===== config.mk =====
export PLATFORM = sky130hd
export DESIGN_NAME = pipe_stage_regs
export DESIGN_NICKNAME = d
export VERILOG_FILES = /design/src/rtl/pipe_stage_regs.sv
export SDC_FILE = /design/constraint.sdc
export NUM_CORES = 1
export LEC_CHECK = 0
export CORE_AREA = 3 3 214 216
export DETAILED_ROUTE_END_ITERATION = 8
export DIE_AREA = 0 0 217 219
export GPL_ROUTABILITY_DRIVEN = 0
export PLACE_DENSITY_LB_ADDON = 0.08
export REMOVE_ABC_BUFFERS = 1
export SLEW_MARGIN = 20
export SYNTH_ARGS = -nofsm -noshare
export SYNTH_HDL_FRONTEND = slang
export SYNTH_SLANG_ARGS = --single-unit
export TNS_END_PERCENT = 10

===== constraint.sdc =====
create_clock -name clk -period 4.25 [get_ports clk]
set_clock_uncertainty 0.05 [all_clocks]
set_input_delay 0.6375 -clock clk [delete_from_list [all_inputs] [get_ports clk]]
set_output_delay 0.6375 -clock clk [all_outputs]
set_load 0.1 [all_outputs]

===== src/rtl/pipe_stage_regs.sv =====
// Fetch PC register plus IF/ID and ID/EX pipeline registers for a 5-stage RISC-V core.
// Applies hazard-unit stall/flush requests per stage and keeps saturating stall/flush event counters.
module pipe_stage_regs #(
   parameter int                XLEN     = 32,
   parameter int                CTRL_W   = 16,
   parameter logic [XLEN-1:0]   RESET_PC = '0,
   parameter int                CNT_W    = 16
) (
   input  logic              clk,
   input  logic              rst_n,
   input  logic              stall_f,
   input  logic              stall_d,
   input  logic              flush_d,
   input  logic              flush_e,
   input  logic              cnt_clr,
   input  logic [XLEN-1:0]   pc_next_f,
   input  logic [31:0]       instr_f,
   input  logic [CTRL_W-1:0] ctrl_d,
   input  logic [4:0]        rs1_d,
   input  logic [4:0]        rs2_d,
   input  logic [4:0]        rd_d,
   input  logic [XLEN-1:0]   rd1_d,
   input  logic [XLEN-1:0]   rd2_d,
   input  logic [XLEN-1:0]   imm_d,
   output logic [XLEN-1:0]   pc_f,
   output logic [31:0]       instr_d,
   output logic [XLEN-1:0]   pc_d,
   output logic [XLEN-1:0]   pc_plus4_d,
   output logic              valid_d,
   output logic [CTRL_W-1:0] ctrl_e,
   output logic [4:0]        rs1_e,
   output logic [4:0]        rs2_e,
   output logic [4:0]        rd_e,
   output logic [XLEN-1:0]   rd1_e,
   output logic [XLEN-1:0]   rd2_e,
   output logic [XLEN-1:0]   imm_e,
   output logic [XLEN-1:0]   pc_e,
   output logic [XLEN-1:0]   pc_plus4_e,
   output logic              valid_e,
   output logic [CNT_W-1:0]  stall_cnt,
   output logic [CNT_W-1:0]  flush_cnt
);

   localparam logic [31:0] NOP_INSTR = 32'h0000_0013;

   logic stall_inc;
   logic stall_sat;
   logic flush_sat;

   assign stall_inc = stall_d && !flush_d;
   assign stall_sat = &stall_cnt;
   assign flush_sat = &flush_cnt;

   // A redirect must win over a fetch stall, otherwise a taken branch would be lost.
   always_ff @(posedge clk or negedge rst_n) begin
      if (!rst_n) begin
         pc_f <= RESET_PC;
      end else if (flush_d || !stall_f) begin
         pc_f <= pc_next_f;
      end
   end

   always_ff @(posedge clk or negedge rst_n) begin
      if (!rst_n) begin
         instr_d    <= '0;
         pc_d       <= '0;
         pc_plus4_d <= '0;
         valid_d    <= 1'b0;
      end else if (flush_d) begin
         instr_d    <= NOP_INSTR;
         pc_d       <= '0;
         pc_plus4_d <= '0;
         valid_d    <= 1'b0;
      end else if (!stall_d) begin
         instr_d    <= instr_f;
         pc_d       <= pc_f;
         pc_plus4_d <= pc_f + XLEN'(4);
         valid_d    <= 1'b1;
      end
   end

   // ID/EX never holds: a bubble here keeps a stalled D instruction from issuing twice.
   always_ff @(posedge clk or negedge rst_n) begin
      if (!rst_n) begin
         ctrl_e     <= '0;
         rs1_e      <= '0;
         rs2_e      <= '0;
         rd_e       <= '0;
         rd1_e      <= '0;
         rd2_e      <= '0;
         imm_e      <= '0;
         pc_e       <= '0;
         pc_plus4_e <= '0;
         valid_e    <= 1'b0;
      end else if (flush_e) begin
         ctrl_e     <= '0;
         rs1_e      <= '0;
         rs2_e      <= '0;
         rd_e       <= '0;
         rd1_e      <= '0;
         rd2_e      <= '0;
         imm_e      <= '0;
         pc_e       <= '0;
         pc_plus4_e <= '0;
         valid_e    <= 1'b0;
      end else begin
         ctrl_e     <= ctrl_d;
         rs1_e      <= rs1_d;
         rs2_e      <= rs2_d;
         rd_e       <= rd_d;
         rd1_e      <= rd1_d;
         rd2_e      <= rd2_d;
         imm_e      <= imm_d;
         pc_e       <= pc_d;
         pc_plus4_e <= pc_plus4_d;
         valid_e    <= valid_d;
      end
   end

   always_ff @(posedge clk or negedge rst_n) begin
      if (!rst_n) begin
         stall_cnt <= '0;
         flush_cnt <= '0;
      end else if (cnt_clr) begin
         stall_cnt <= '0;
         flush_cnt <= '0;
      end else begin
         if (stall_inc && !stall_sat) begin
            stall_cnt <= stall_cnt + CNT_W'(1);
         end
         if (flush_d && !flush_sat) begin
            flush_cnt <= flush_cnt + CNT_W'(1);
         end
      end
   end

endmodule


==> summary.md <==
The flow ran to the end, and the final reports show no timing, DRC or antenna violations. Tracing the worst setup path back leads to its startpoint at pc_f[21]. The logs give 46800 um for the routed wire length and 42 for the number of buffers created by CTS. The min-delay analysis places its worst path in the category primary input to asynchronous set/reset pin.

The worst setup path is launched from a flip-flop. The number of global-route vias before repair is 10700, and the mean number of vias per cell is 4.58. The run gives 2.35 ns as the arrival time at the worst endpoint.

The count of buffers added on input and output ports is 550. Ranked by total cell area, the synthesized netlist is headed by sky130_fd_sc_hd__dfrtp_1 (65%), sky130_fd_sc_hd__nor2b_1 (9.0%), sky130_fd_sc_hd__mux2i_1 (4.4%). For the max-slew headroom at the worst pin, the log shows 24.1%. Max-cap violations in this run came to 0. Synthesis produced 1086 cells. The Yosys step of the flow raised 0 warnings. The startpoint identified for the worst register-to-register timing path is pc_f[2]. Buffers added to address setup during post-CTS repair amount to 0. The first global-routing pass estimated 69300 um of wire.

The pre-antenna-repair detailed-routing pass consisted of 4 iterations. For the final routed database, the setup TNS stands at 0 ns. The tools report the fmax as 329 MHz. The power density over the cells works out to 455 mW/mm2. In the finished design, the share of the clock period the worst path needs comes to 71.5%.

TritonCTS built the clock tree. Synthesis instantiated 49 different standard cells from the library. The tools report the clock root buffer as sky130_fd_sc_hd__clkbuf_16. In this run the standard cell core region covers 0.0441 mm2. The total setup violations reported at the end of the flow is 0. The synthesized design spends more area on one cell type than any other, namely sky130_fd_sc_hd__dfrtp_1.

Among all flip-flop cells after synthesis, the most frequent one is sky130_fd_sc_hd__dfrtp_1. A synthesized cell averages 12.3 um2. The iteration-0 DRC count of the detailed router is 512. STA classifies the critical path endpoint as an output pin. The clock transition at the registers of the reported paths was 0.05 ns; the number of top-level pins was 551. The count of final hold-check violations was 0; the required time of the worst setup path was 3.56 ns. In the final design database the tool counted 1826 nets.

Buffers plus inverters on the worst setup path: 1. The count of filler cells inserted in the layout is 4120. Top routing layer in use: met5.

In this design, the largest share of critical-path delay is due to buffers and inverters. The run gives 19.2% as the overall track demand over capacity in global routing. The total overflow left after global routing is 0. The die covers 0.0475 mm2. After detailed routing, the wire length on met1 is 18400 um. In the final layout, flip-flops and latches occupy 0.00873 mm2. The post-cts repair resize count was 0; the wire length per cell was 20.8 um. The floorplan die height was 219 um; the remaining antenna violation count after routing was 0. The number of register bits inferred by synthesis was 349; the initial antenna violation count was 7. The routed wire length on met3 is 4740 um, and the share of final-layout standard cells stronger than drive strength 1 is 7.56%.

For this run, the register share of the synthesized area comes to 65.3%. The H-tree was split into 2 levels. The number of pins exceeding their max-slew limit in the final report was 0; the vias after detailed routing was 10300. The die is 217 um wide. The tools report the detailed-route DRC error count as 0.

Counting tap cells, the placed design contains a total of 2173 instances. Hold repair after CTS inserted 0 buffers. Along the worst path, the maximum fanout reaches 10.

The biggest cell delay along the critical path is 1.23 ns. For the worst-case clock buffer depth, the log shows 3. The clock net in this run drives a total of 349 sinks. Compared with the post-synthesis result, the final layout area differs by 56.0%. Counting flops with a built-in enable in the synthesized netlist gives 0. The logs give 0.55 ns for the clock network latency to the later pin of the worst-skew pair and 0.0134 mm2 for the area of the mapped netlist.

Setup repair after global routing left no endpoint under its margin. The initial utilization of the core area, before any placement, comes to 30.3%. The wire length on met2 is 22500 um, and the post-DP HPWL is 33600 um. Overall power consumption after layout is estimated at 9.48 mW. Entering global routing, the biggest net connects 89 pins. The critical path is of the flip-flop to output pin type. VDD sags by at most 0.348 mV. Summing all multi-input logic gate instances after layout gives 0.00430 mm2. The run gives 8.88 nW as the leakage power. The smallest clock period supported by the final layout is computed as 3.04 ns. Slew at the pin closest to its max-slew limit: 1.13 ns. The core utilization of the finished layout came out at 47.3%.

The floorplan has 77 rows. The critical path goes through clkdlybuf4s50_1. The cell with the biggest individual delay on the critical path was sky130_fd_sc_hd__clkdlybuf4s50_1.

The proportion of synthesized flip-flops having asynchronous set or reset was 100%; the share of the synthesized area in the top cell type was 65.3%. After the flow finishes, the layout carries non-filler instances totaling 2250.
metrics by stage:
stage	setup slack, ns	hold slack [ns]	area, um2
6_report	1.21	0.0267	20900
4_1_cts	1.13	0.0166	20800
2_1_floorplan	0.506	0.292	13100
5_1_grt	1.12	0.0614	20900
3_3_place_gp	1.58	0.427	19500
3_5_place_dp	1.55	0.432	19500
synth_stat cells, types with 2 or more instances:
library cell                count
sky130_fd_sc_hd__dfrtp_1      349
sky130_fd_sc_hd__nor2b_1      193
sky130_fd_sc_hd__nor2_1       105
sky130_fd_sc_hd__mux2i_1       59
sky130_fd_sc_hd__clkbuf_1      56
sky130_fd_sc_hd__mux2_2        38
sky130_fd_sc_hd__a21oi_1       31
sky130_fd_sc_hd__nand2_1       29
sky130_fd_sc_hd__nand3_1       21
sky130_fd_sc_hd__inv_1         16
sky130_fd_sc_hd__nand4_1       16
sky130_fd_sc_hd__o31ai_1       15
sky130_fd_sc_hd__or4_1         15
sky130_fd_sc_hd__o21ai_0       14
sky130_fd_sc_hd__or3_1         14
sky130_fd_sc_hd__a211oi_1      10
sky130_fd_sc_hd__a311oi_1      10
sky130_fd_sc_hd__and4_1        10
sky130_fd_sc_hd__nor3_1         8
sky130_fd_sc_hd__nor4_1         7
sky130_fd_sc_hd__buf_1          6
sky130_fd_sc_hd__xnor2_1        6
sky130_fd_sc_hd__xor2_1         6
sky130_fd_sc_hd__a2111oi_0      4
sky130_fd_sc_hd__buf_4          4
sky130_fd_sc_hd__o31a_1         4
sky130_fd_sc_hd__o41ai_1        4
sky130_fd_sc_hd__a211o_1        3
sky130_fd_sc_hd__a21o_1         3
sky130_fd_sc_hd__and3_1         3
sky130_fd_sc_hd__buf_2          3
sky130_fd_sc_hd__ha_1           3
sky130_fd_sc_hd__o311ai_0       3
sky130_fd_sc_hd__nand2b_1       2
sky130_fd_sc_hd__nor4bb_1       2
cell families after synthesis:
kind of cell               after synthesis  synth area share (%)
buffers and inverters                   86                  2.55
adders and majority gates                3                 0.281
xor gates and xnor gates                12                 0.786
muxes                                   97                  7.62
AOI/OAI and AO/OA                      107                  5.45
DFF                                    349                  65.3
and+or+nand+nor                        432                  18.0
worst paths after layout:
path | endpoint | slack [ns] | cells after the start
max | pc_f[21] | 1.21 | 1
min | rd2_e[26] | 0.03 | 1
max reg2reg | pc_plus4_d[24] | 1.71 | 5
min reg2reg | instr_d[1] | 0.44 | 1
max in group asynchronous | imm_e[31] | 3.19 | 2
min in group clk | instr_d[1] | 0.44 | 1
flip-flops by register name, summed over array words and instances (netlist names):
name	flops
ctrl_e	16
flush_cnt	16
imm_e	32
instr_d	32
pc_d	32
pc_e	30
pc_f	32
pc_plus4_d	30
pc_plus4_e	32
rd1_e	32
rd2_e	32
rd_e	5
rs1_e	5
rs2_e	5
stall_cnt	16
valid_d	1
valid_e	1
cells in the final DEF, fill, tap and decap left out, types with 16 or more instances in the layout:
cell	count
sky130_fd_sc_hd__a21oi_1	31
sky130_fd_sc_hd__clkbuf_16	43
sky130_fd_sc_hd__clkdlybuf4s50_1	546
sky130_fd_sc_hd__dfrtp_1	349
sky130_fd_sc_hd__inv_1	16
sky130_fd_sc_hd__mux2_2	38
sky130_fd_sc_hd__mux2i_1	59
sky130_fd_sc_hd__nand2_1	29
sky130_fd_sc_hd__nand3_1	21
sky130_fd_sc_hd__nand4_1	16
sky130_fd_sc_hd__nor2_1	105
sky130_fd_sc_hd__nor2b_1	193
where the power goes:
| part | switching, mW | internal [mW] |
|---|---|---|
| Combinational | 1.73 | 0.601 |
| Sequential | 0.134 | 3.50 |
| Clock | 1.38 | 2.13 |
per-layer routing:
metal | GRT usage [%] | vias to the layer above
met3 | 7.41 | 64
met1 | 22.9 | 5047
met5 | 0 | -
met2 | 31.7 | 411
li1 | - | 4784
met4 | 6.70 | 6
layout make-up:
cell class / instances / share of cell area, %
timing repair buffer: 564 / 27.1
inverter: 17 / 0.306
tap: 592 / 3.55
sequential: 349 / 41.9
multi-input combinational: 651 / 20.6
clock inverter: 9 / 0.486
antenna: 4 / 0.0480
clock buffer: 64 / 5.97
No activity file was read; power rests on OpenSTA's default activity.
